<file path="src/rtl/alu_pkg.sv">
// Shared definitions for the ALU control sequencer: opcodes, shift-control
// encodings and the FSM state enumeration.
package alu_pkg;

  // Operation codes on op_i; 101-111 are illegal.
  localparam logic [2:0] OpAdd = 3'b000;
  localparam logic [2:0] OpSub = 3'b001;
  localparam logic [2:0] OpAnd = 3'b010;
  localparam logic [2:0] OpMul = 3'b011;
  localparam logic [2:0] OpDiv = 3'b100;

  // Shift-register control encodings shared by hs_o and ls_o.
  localparam logic [1:0] ShHold = 2'b00;
  localparam logic [1:0] ShShr  = 2'b01;
  localparam logic [1:0] ShShl  = 2'b10;
  localparam logic [1:0] ShLoad = 2'b11;

  typedef enum logic [3:0] {
    StIdle = 4'd0,
    StLdh  = 4'd1,
    StExe  = 4'd2,
    StLdl  = 4'd3,
    StClrh = 4'd4,
    StDsh  = 4'd5,
    StDsub = 4'd6,
    StDfin = 4'd7,
    StMop  = 4'd8,
    StMsh  = 4'd9,
    StDone = 4'd10
  } state_e;

  function automatic logic op_legal(input logic [2:0] op);
    return op <= OpDiv;
  endfunction

endpackage

</file>
<file path="src/rtl/alu_seq_cnt.sv">
// Iteration counter for the MUL/DIV loops.
// Ports:
//   clk_i   - clock
//   clr_i   - asynchronous active-high reset
//   clear_i - synchronous clear to zero
//   inc_i   - increment by one
//   tc_o    - terminal count, high while the count equals NBITS-1
module alu_seq_cnt #(
  parameter int unsigned NBITS = 4,
  parameter int unsigned CNTW  = 3
) (
  input  logic clk_i,
  input  logic clr_i,
  input  logic clear_i,
  input  logic inc_i,
  output logic tc_o
);

  logic [CNTW-1:0] cnt_q, cnt_d;

  always_comb begin
    cnt_d = cnt_q;
    if (clear_i) begin
      cnt_d = '0;
    end else if (inc_i) begin
      cnt_d = cnt_q + CNTW'(1);
    end
  end

  always_ff @(posedge clk_i or posedge clr_i) begin
    if (clr_i) begin
      cnt_q <= '0;
    end else begin
      cnt_q <= cnt_d;
    end
  end

  assign tc_o = (cnt_q == CNTW'(NBITS - 1));

endmodule

</file>
<file path="src/rtl/alu_seq.sv">
// Control sequencer for the accumulator/ALU block. A start pulse in idle runs
// one ADD/SUB/AND, shift-and-add MUL or restoring DIV, emitting the per-cycle
// control word. Outputs are decoded from the state register only.
// Ports:
//   clk_i, clr_i        - clock, asynchronous active-high reset
//   start_i, op_i       - begin operation / opcode (sampled in idle)
//   breg_zero_i         - B register is zero (sampled with start)
//   ah_inen_o, ah_reset_o, hs_o, ls_o - A-high/A-low register controls
//   s_add_o .. s_div_o  - ALU function selects
//   acc_oen_o           - accumulator output enable
//   busy_o, done_o, err_o - status
module alu_seq
  import alu_pkg::*;
#(
  parameter int unsigned NBITS = 4,
  parameter int unsigned CNTW  = 3
) (
  input  logic       clk_i,
  input  logic       clr_i,
  input  logic       start_i,
  input  logic [2:0] op_i,
  input  logic       breg_zero_i,
  output logic       ah_inen_o,
  output logic       ah_reset_o,
  output logic [1:0] hs_o,
  output logic [1:0] ls_o,
  output logic       s_add_o,
  output logic       s_sub_o,
  output logic       s_and_o,
  output logic       s_mul_o,
  output logic       s_div_o,
  output logic       acc_oen_o,
  output logic       busy_o,
  output logic       done_o,
  output logic       err_o
);

  state_e     state_q;
  logic [2:0] op_q;
  logic       err_q;
  logic       cnt_tc;

  alu_seq_cnt #(
    .NBITS(NBITS),
    .CNTW (CNTW)
  ) u_cnt (
    .clk_i  (clk_i),
    .clr_i  (clr_i),
    .clear_i(state_q == StClrh),
    .inc_i  ((state_q == StDsub) || (state_q == StMsh)),
    .tc_o   (cnt_tc)
  );

  always_ff @(posedge clk_i or posedge clr_i) begin
    if (clr_i) begin
      state_q <= StIdle;
      op_q    <= OpAdd;
      err_q   <= 1'b0;
    end else begin
      case (state_q)
        StIdle: begin
          if (start_i) begin
            op_q <= op_i;
            // Illegal op or divide by zero skips straight to DONE with no strobes.
            if (op_legal(op_i) && !((op_i == OpDiv) && breg_zero_i)) begin
              state_q <= StLdh;
              err_q   <= 1'b0;
            end else begin
              state_q <= StDone;
              err_q   <= 1'b1;
            end
          end
        end
        StLdh:   state_q <= ((op_q == OpMul) || (op_q == OpDiv)) ? StLdl : StExe;
        StExe:   state_q <= StDone;
        StLdl:   state_q <= StClrh;
        StClrh:  state_q <= (op_q == OpMul) ? StMop : StDsh;
        StDsh:   state_q <= StDsub;
        StDsub:  state_q <= cnt_tc ? StDfin : StDsh;
        StDfin:  state_q <= StDone;
        StMop:   state_q <= StMsh;
        StMsh:   state_q <= cnt_tc ? StDone : StMop;
        StDone: begin
          state_q <= StIdle;
          err_q   <= 1'b0;
        end
        default: state_q <= StIdle;
      endcase
    end
  end

  always_comb begin
    ah_inen_o  = 1'b0;
    ah_reset_o = 1'b0;
    hs_o       = ShHold;
    ls_o       = ShHold;
    s_add_o    = 1'b0;
    s_sub_o    = 1'b0;
    s_and_o    = 1'b0;
    s_mul_o    = 1'b0;
    s_div_o    = 1'b0;
    acc_oen_o  = 1'b0;
    busy_o     = 1'b1;
    done_o     = 1'b0;
    err_o      = 1'b0;
    case (state_q)
      StLdh: begin
        ah_inen_o = 1'b1;
        hs_o      = ShLoad;
      end
      StExe: begin
        hs_o    = ShLoad;
        s_add_o = (op_q == OpAdd);
        s_sub_o = (op_q == OpSub);
        s_and_o = (op_q == OpAnd);
      end
      StLdl:  ls_o = ShLoad;
      StClrh: ah_reset_o = 1'b1;
      StDsh: begin
        hs_o = ShShl;
        ls_o = ShShl;
      end
      StDsub: begin
        hs_o    = ShLoad;
        s_div_o = 1'b1;
      end
      // Shift the quotient bit into A-low.
      StDfin: ls_o = ShShl;
      StMop: begin
        hs_o    = ShLoad;
        s_mul_o = 1'b1;
      end
      StMsh: begin
        hs_o = ShShr;
        ls_o = ShShr;
      end
      StDone: begin
        acc_oen_o = 1'b1;
        done_o    = 1'b1;
        err_o     = err_q;
      end
      default: begin
        acc_oen_o = 1'b1;
        busy_o    = 1'b0;
      end
    endcase
  end

endmodule

</file>
<file path="config.mk">
export PLATFORM = sky130hd
export DESIGN_NAME = alu_seq
export DESIGN_NICKNAME = d
export VERILOG_FILES = /design/src/rtl/alu_pkg.sv /design/src/rtl/alu_seq_cnt.sv /design/src/rtl/alu_seq.sv
export SDC_FILE = /design/constraint.sdc
export NUM_CORES = 1
export LEC_CHECK = 0
export BUFFER_PORTS_ARGS = -buffer_cell sky130_fd_sc_hd__buf_2
export CAP_MARGIN = 5
export CELL_PAD_IN_SITES_DETAIL_PLACEMENT = 1
export CELL_PAD_IN_SITES_GLOBAL_PLACEMENT = 2
export CORE_MARGIN = 5
export CORE_UTILIZATION = 26
export DETAILED_ROUTE_END_ITERATION = 10
export PLACE_DENSITY_LB_ADDON = 0.05
export SLEW_MARGIN = 20
export SYNTH_ARGS = -nofsm -noshare
export SYNTH_HDL_FRONTEND = slang
export SYNTH_HIERARCHICAL = 1
export SYNTH_SLANG_ARGS = --single-unit
</file>
<file path="constraint.sdc">
create_clock -name clk_i -period 1.44 [get_ports clk_i]
set_clock_uncertainty 0.1 [all_clocks]
set_input_delay 0.072 -clock clk_i [delete_from_list [all_inputs] [get_ports clk_i]]
set_output_delay 0.072 -clock clk_i [all_outputs]
set_load 0.1 [all_outputs]
</file>
# Yosys cells after proc, flatten, opt, wreduce, memory -nomap -nowiden
# Index checks and enable logic that the tools add are counted.
# Widths: inputs -> output; s select.
[totals]
register_bits = 11
in_bits = 7
output_inout_bits = 15
elab_cells = 64
[classes]
n_addsub = 1
order_cmp = 1
n_eq_ne = 17
mux = 25
reduce_logical = 16
[op_table]
columns = ["operator", "n"]
rows = [
  ["$pmux 4 s9", 1],
  ["$eq 4x3->1 const B", 4],
  ["$mux 1", 14],
  ["$eq 4x4->1 const B", 3],
  ["$mux 4", 3],
  ["$pmux 2 s3", 2],
  ["$reduce_or 10->1", 1],
  ["$eq 3x2->1 const B", 3],
  ["$reduce_or 9->1", 1],
  ["$eq 4x2->1 const B", 2],
  ["$eq 3x3->1 const B", 2],
  ["$mux 3", 2],
  ["$eq 4x1->1 const B", 1],
  ["$logic_not 4->1", 1],
  ["$mux 2", 2],
  ["$reduce_and 2->1", 2],
  ["$reduce_bool 2->1", 2],
  ["$reduce_or 2->1", 2],
  ["$reduce_or 4->1", 1],
  ["$add 3x1->3 const B", 1],
  ["$eq 3x1->1 const B", 1],
  ["$le 3x3->1 const B", 1],
  ["$logic_not 3->1", 1],
  ["$logic_and 1x1->1", 2],
  ["4 further kinds", 5],
]

# Depth between registers and ports, before layout
[depth]
ltp_word = 7
mapped_depth = 6
ltp_nobuf = 5

# By module
# Netlist, hierarchy kept.
[modules_own_cells]
columns = ["module", "instances", "cells_per_inst", "area_per_inst_um2", "seq_area_each_um2"]
rows = [
  ["alu_seq", 1, 79, 660.6, 200.2],
  ["alu_seq_cnt", 1, 13, 145.1, 75.1],
]

# Least setup slack after synthesis
# Ideal clock, no wire load.
[synth_path]
path_type = "reg-to-output"
from = "reg state_q[0]"
to = "out s_add_o"
arrival_time_ns = 3.958
required_time_ns = 1.268
setup_slack_ns = -2.690
path_stages_with_launch = 5
path_buffers = 1
path_cell_list = "dfrtp_1 buf_2 nor2_2 nand2_1 nor4b_1"
[synth_between]
elab_chain_len = 2
[synth_rtl]
columns = ["element", "line_no", "rtl"]
rows = [
  ["start, declared", "alu_seq.sv:38", "state_e state_q;"],
  ["start signal, assigned", "alu_seq.sv:56", "state_q <= StIdle;"],
  ["start signal, assigned", "alu_seq.sv:66", "state_q <= StLdh;"],
  ["start signal, assigned", "alu_seq.sv:69", "state_q <= StDone;"],
  ["$eq 4x2->1", "alu_seq.sv:106", "case (state_q)"],
  ["$mux 1", "alu_seq.sv:106", ""],
  ["end, declared", "alu_seq.sv:27", "output logic s_add_o,"],
]
# No other way between the ends.

# Worst setup path in the final report
[layout_path]
from = "reg state_q[2]"
to = "out hs_o[1]"
[layout_between]
elab_chain_len = 3
elab_cells_between_ends = 8
classes_between = "eq/ne (6); mux (1); reduce/logical (1)"
[layout_rtl]
columns = ["element", "line_no", "rtl"]
rows = [
  ["$eq 4x3->1 (tied with other cells)", "alu_seq.sv:106", ""],
  ["$reduce_or 4->1 (no line)", "n/a", ""],
  ["$pmux 2 s3 *", "alu_seq.sv:106", ""],
  ["end, declared", "alu_seq.sv:25", "output logic [1:0] hs_o,"],
]
# Every way passes the cells marked *; elsewhere a longest branch is shown, timed or not.

==> results.toml <==
[grt]
grt_pass1_vias = 1031
grt-ovfl-total = 0
grt_max_degree = 11
grt_use_total = 0.152
antenna_found_initial = 0
grt_pass1_wl_um = 5000

[worst_setup_path]
critPathLaunchType = "flip-flop"
endpoint_kind = "output port"
criticalPathCategory = "flip-flop to output port"
startpoint = "state_q[2]"
worstPathArrival_ns = 1.57
required_ns = 1.27
cp_max_fo = 6
rr_startpoint = "state_q[2]"

[floorplan]
dieArea_um2 = 4310
die_w_um = 65.7
start_util = 0.268
fp-row-count = 20
ios = 22
fp.dieH_um = 65.7
core_um2 = 3000

[routing]
wire_per_inst_um = 17.7
drcViolationCount = 0
firstDrtPassIters = 4
vias = 943
ant_nets = 0
routed_via_density = 5.07
wl_um = 3290
drt_iter0_drc = 20

[timing]
finalHoldViolCount = 0
slew-limit-headroom = 0.743
rsz0062_at_grt = "yes"
finalSetupViolCount = 25
fmax_ghz = 0.574
final_max_slew_viol_count = 0
period_share = 1.21
worstMarginPinSlew_ns = 0.381
fin_crit_ns = 1.74
fin_ws_ns = -0.302

[placed_design]
dp_cells = 164
place_congestion = 0.810
port_buffers = 21
place.detailed.hpwl_um = 2200
dpl_cell_area_um2 = 1470

[yosys]
synth_cell_types = 39
ys_seq_area_frac = 0.342
syn_nets = 101
synth_edf_count = 0
synth_area_um2 = 806
synth-seq-cells = 11
synth-main-ff-cell = "dfrtp_1"
syn_inst = 92
async_flop_share = 1.00
avgSynthCellArea_um2 = 8.76
ys.warnings.count = 6

[job]
cap_violations = 0

[run_status]
violations = "setup timing"
status = "finished, violations left"

[layout]
area_growth_pct = 128
final_cell_count_no_fill = 186
fin_nets = 163
drive_gt1_frac = 0.693
fin_area_um2 = 1840
n_antenna_cell = 0

[cts]
clock_path_buffers = 2
cts_tree = "yes"
insertion_delay_ns = 0.27
cts_buffers = 3
clk_pin_slew_ns = 0.09
clkSinkCount = 11
cts_max_level = 1
cts_root_buf = "clkbuf_4"

[hold_path]
hold_path.class = "input port to asynchronous set/reset pin"
[cell usage after synthesis, types with 2 or more instances]
library cell	number	area (um^2)
nor4b_1	2	17.5
nor3_1	2	10.0
o21ai_0	3	15.0
buf_2	4	20.0
mux2_4	3	45.0
xnor2_1	2	17.5
dfrtp_1	11	275
ha_1	2	25.0
inv_1	4	15.0
a31oi_1	3	18.8
nand2_1	5	18.8
o21ai_1	4	20.0
a21oi_1	2	10.0
nor2_1	12	45.0
nand2b_1	8	50.1
and3_1	2	12.5
[through the flow]
step / hold slack, ns / utilization / setup TNS, ns / setup WS [ns]
finish: 0.106 / 0.612 / -3.92 / -0.302
global route: 0.125 / 0.612 / -5.35 / -0.371
CTS: 0.00310 / 0.576 / -3.65 / -0.273
detailed placement: -0.143 / 0.488 / -0.714 / -0.0996
global placement: -0.150 / 0.488 / -0.440 / -0.0720
floorplan: -0.274 / - / -6.40 / -0.688
[cells by family (layout without fill, tap and decap cells)]
logic type               count (synthesis)  in the layout  synth area share
AND/OR/NAND/NOR                         39             39             0.272
AO/OA/AOI/OAI                           24             24             0.203
flip-flops                              11             11             0.342
buffers and inverters                   10             71            0.0621
multiplexers                             4              4            0.0683
adder cells (fa/ha/maj)                  2              2            0.0311
XOR/XNOR                                 2              2            0.0217
[state kept, by name, summed over array words and instances (netlist names)]
register	count
state_q	4
u_cnt/cnt_q	3
op_q	3
err_q	1
[cell type report]
type	instances	area [um^2]
clock buffers	4	26.3
multi-input cells	71	737
flip-flops and latches	11	280
inverters	4	15.0
repair buffers	63	738
well taps	33	41.3
fillers	300	1160
[layer usage]
metal  global-route usage  routed length [um]  up-vias
li1                     -                   -      455
met1                0.182                1430      467
met2                0.282                1740       19
met3               0.0239                 100        2
met4               0.0337                  16        0
met5                    0                   0        -
[critical path: stages, from the launching register on]
cell	delay [ns]
dfrtp_2	0.48
buf_6	0.15
buf_6	0.11
o21a_1	0.18
o21ai_2	0.17
buf_12	0.20
[cells in the final DEF, fill, tap and decap left out, types with 2 or more instances in the layout]
cell	instances
inv_1	3
nand2_4	2
buf_6	16
o21ai_2	2
nor2_4	7
buf_12	16
o21ai_0	2
mux2_4	3
ha_1	2
nand2b_1	4
nand2_1	2
nand2_2	2
nor4_4	2
dfrtp_2	4
nor3_4	2
dfrtp_1	7
buf_4	19
buf_2	6
nor2_1	5
nand2b_4	4
a31oi_1	2
clkbuf_4	3
dlygate4sd3_1	5
o21ai_1	2
and3_4	2
[repair_timing]
item | in CTS | in global routing
gates cloned | 0 | 0
endpoints found under the hold margin | 14 | 1
pin swaps | 15 | 7
endpoints found under the setup margin | 25 | 25
gates resized for setup | 32 | 17
hold buffers | 4 | 1
buffers inserted | 9 | 6
[worst paths after layout]
check                                 endpoint  cells after the start  slack [ns]
worst min-delay path            u_cnt/cnt_q[0]                      3        0.11
min in group clk_i                  state_q[1]                      4        0.17
worst max register to register         op_q[1]                      5       -0.13
max in group asynchronous           state_q[3]                      3        0.74
worst max-delay path                   hs_o[1]                      5       -0.30
worst min register to register           err_q                      2        0.43
Power is not shown: default switching activity piles up to over one toggle a cycle in this logic, so the estimate is an artifact.
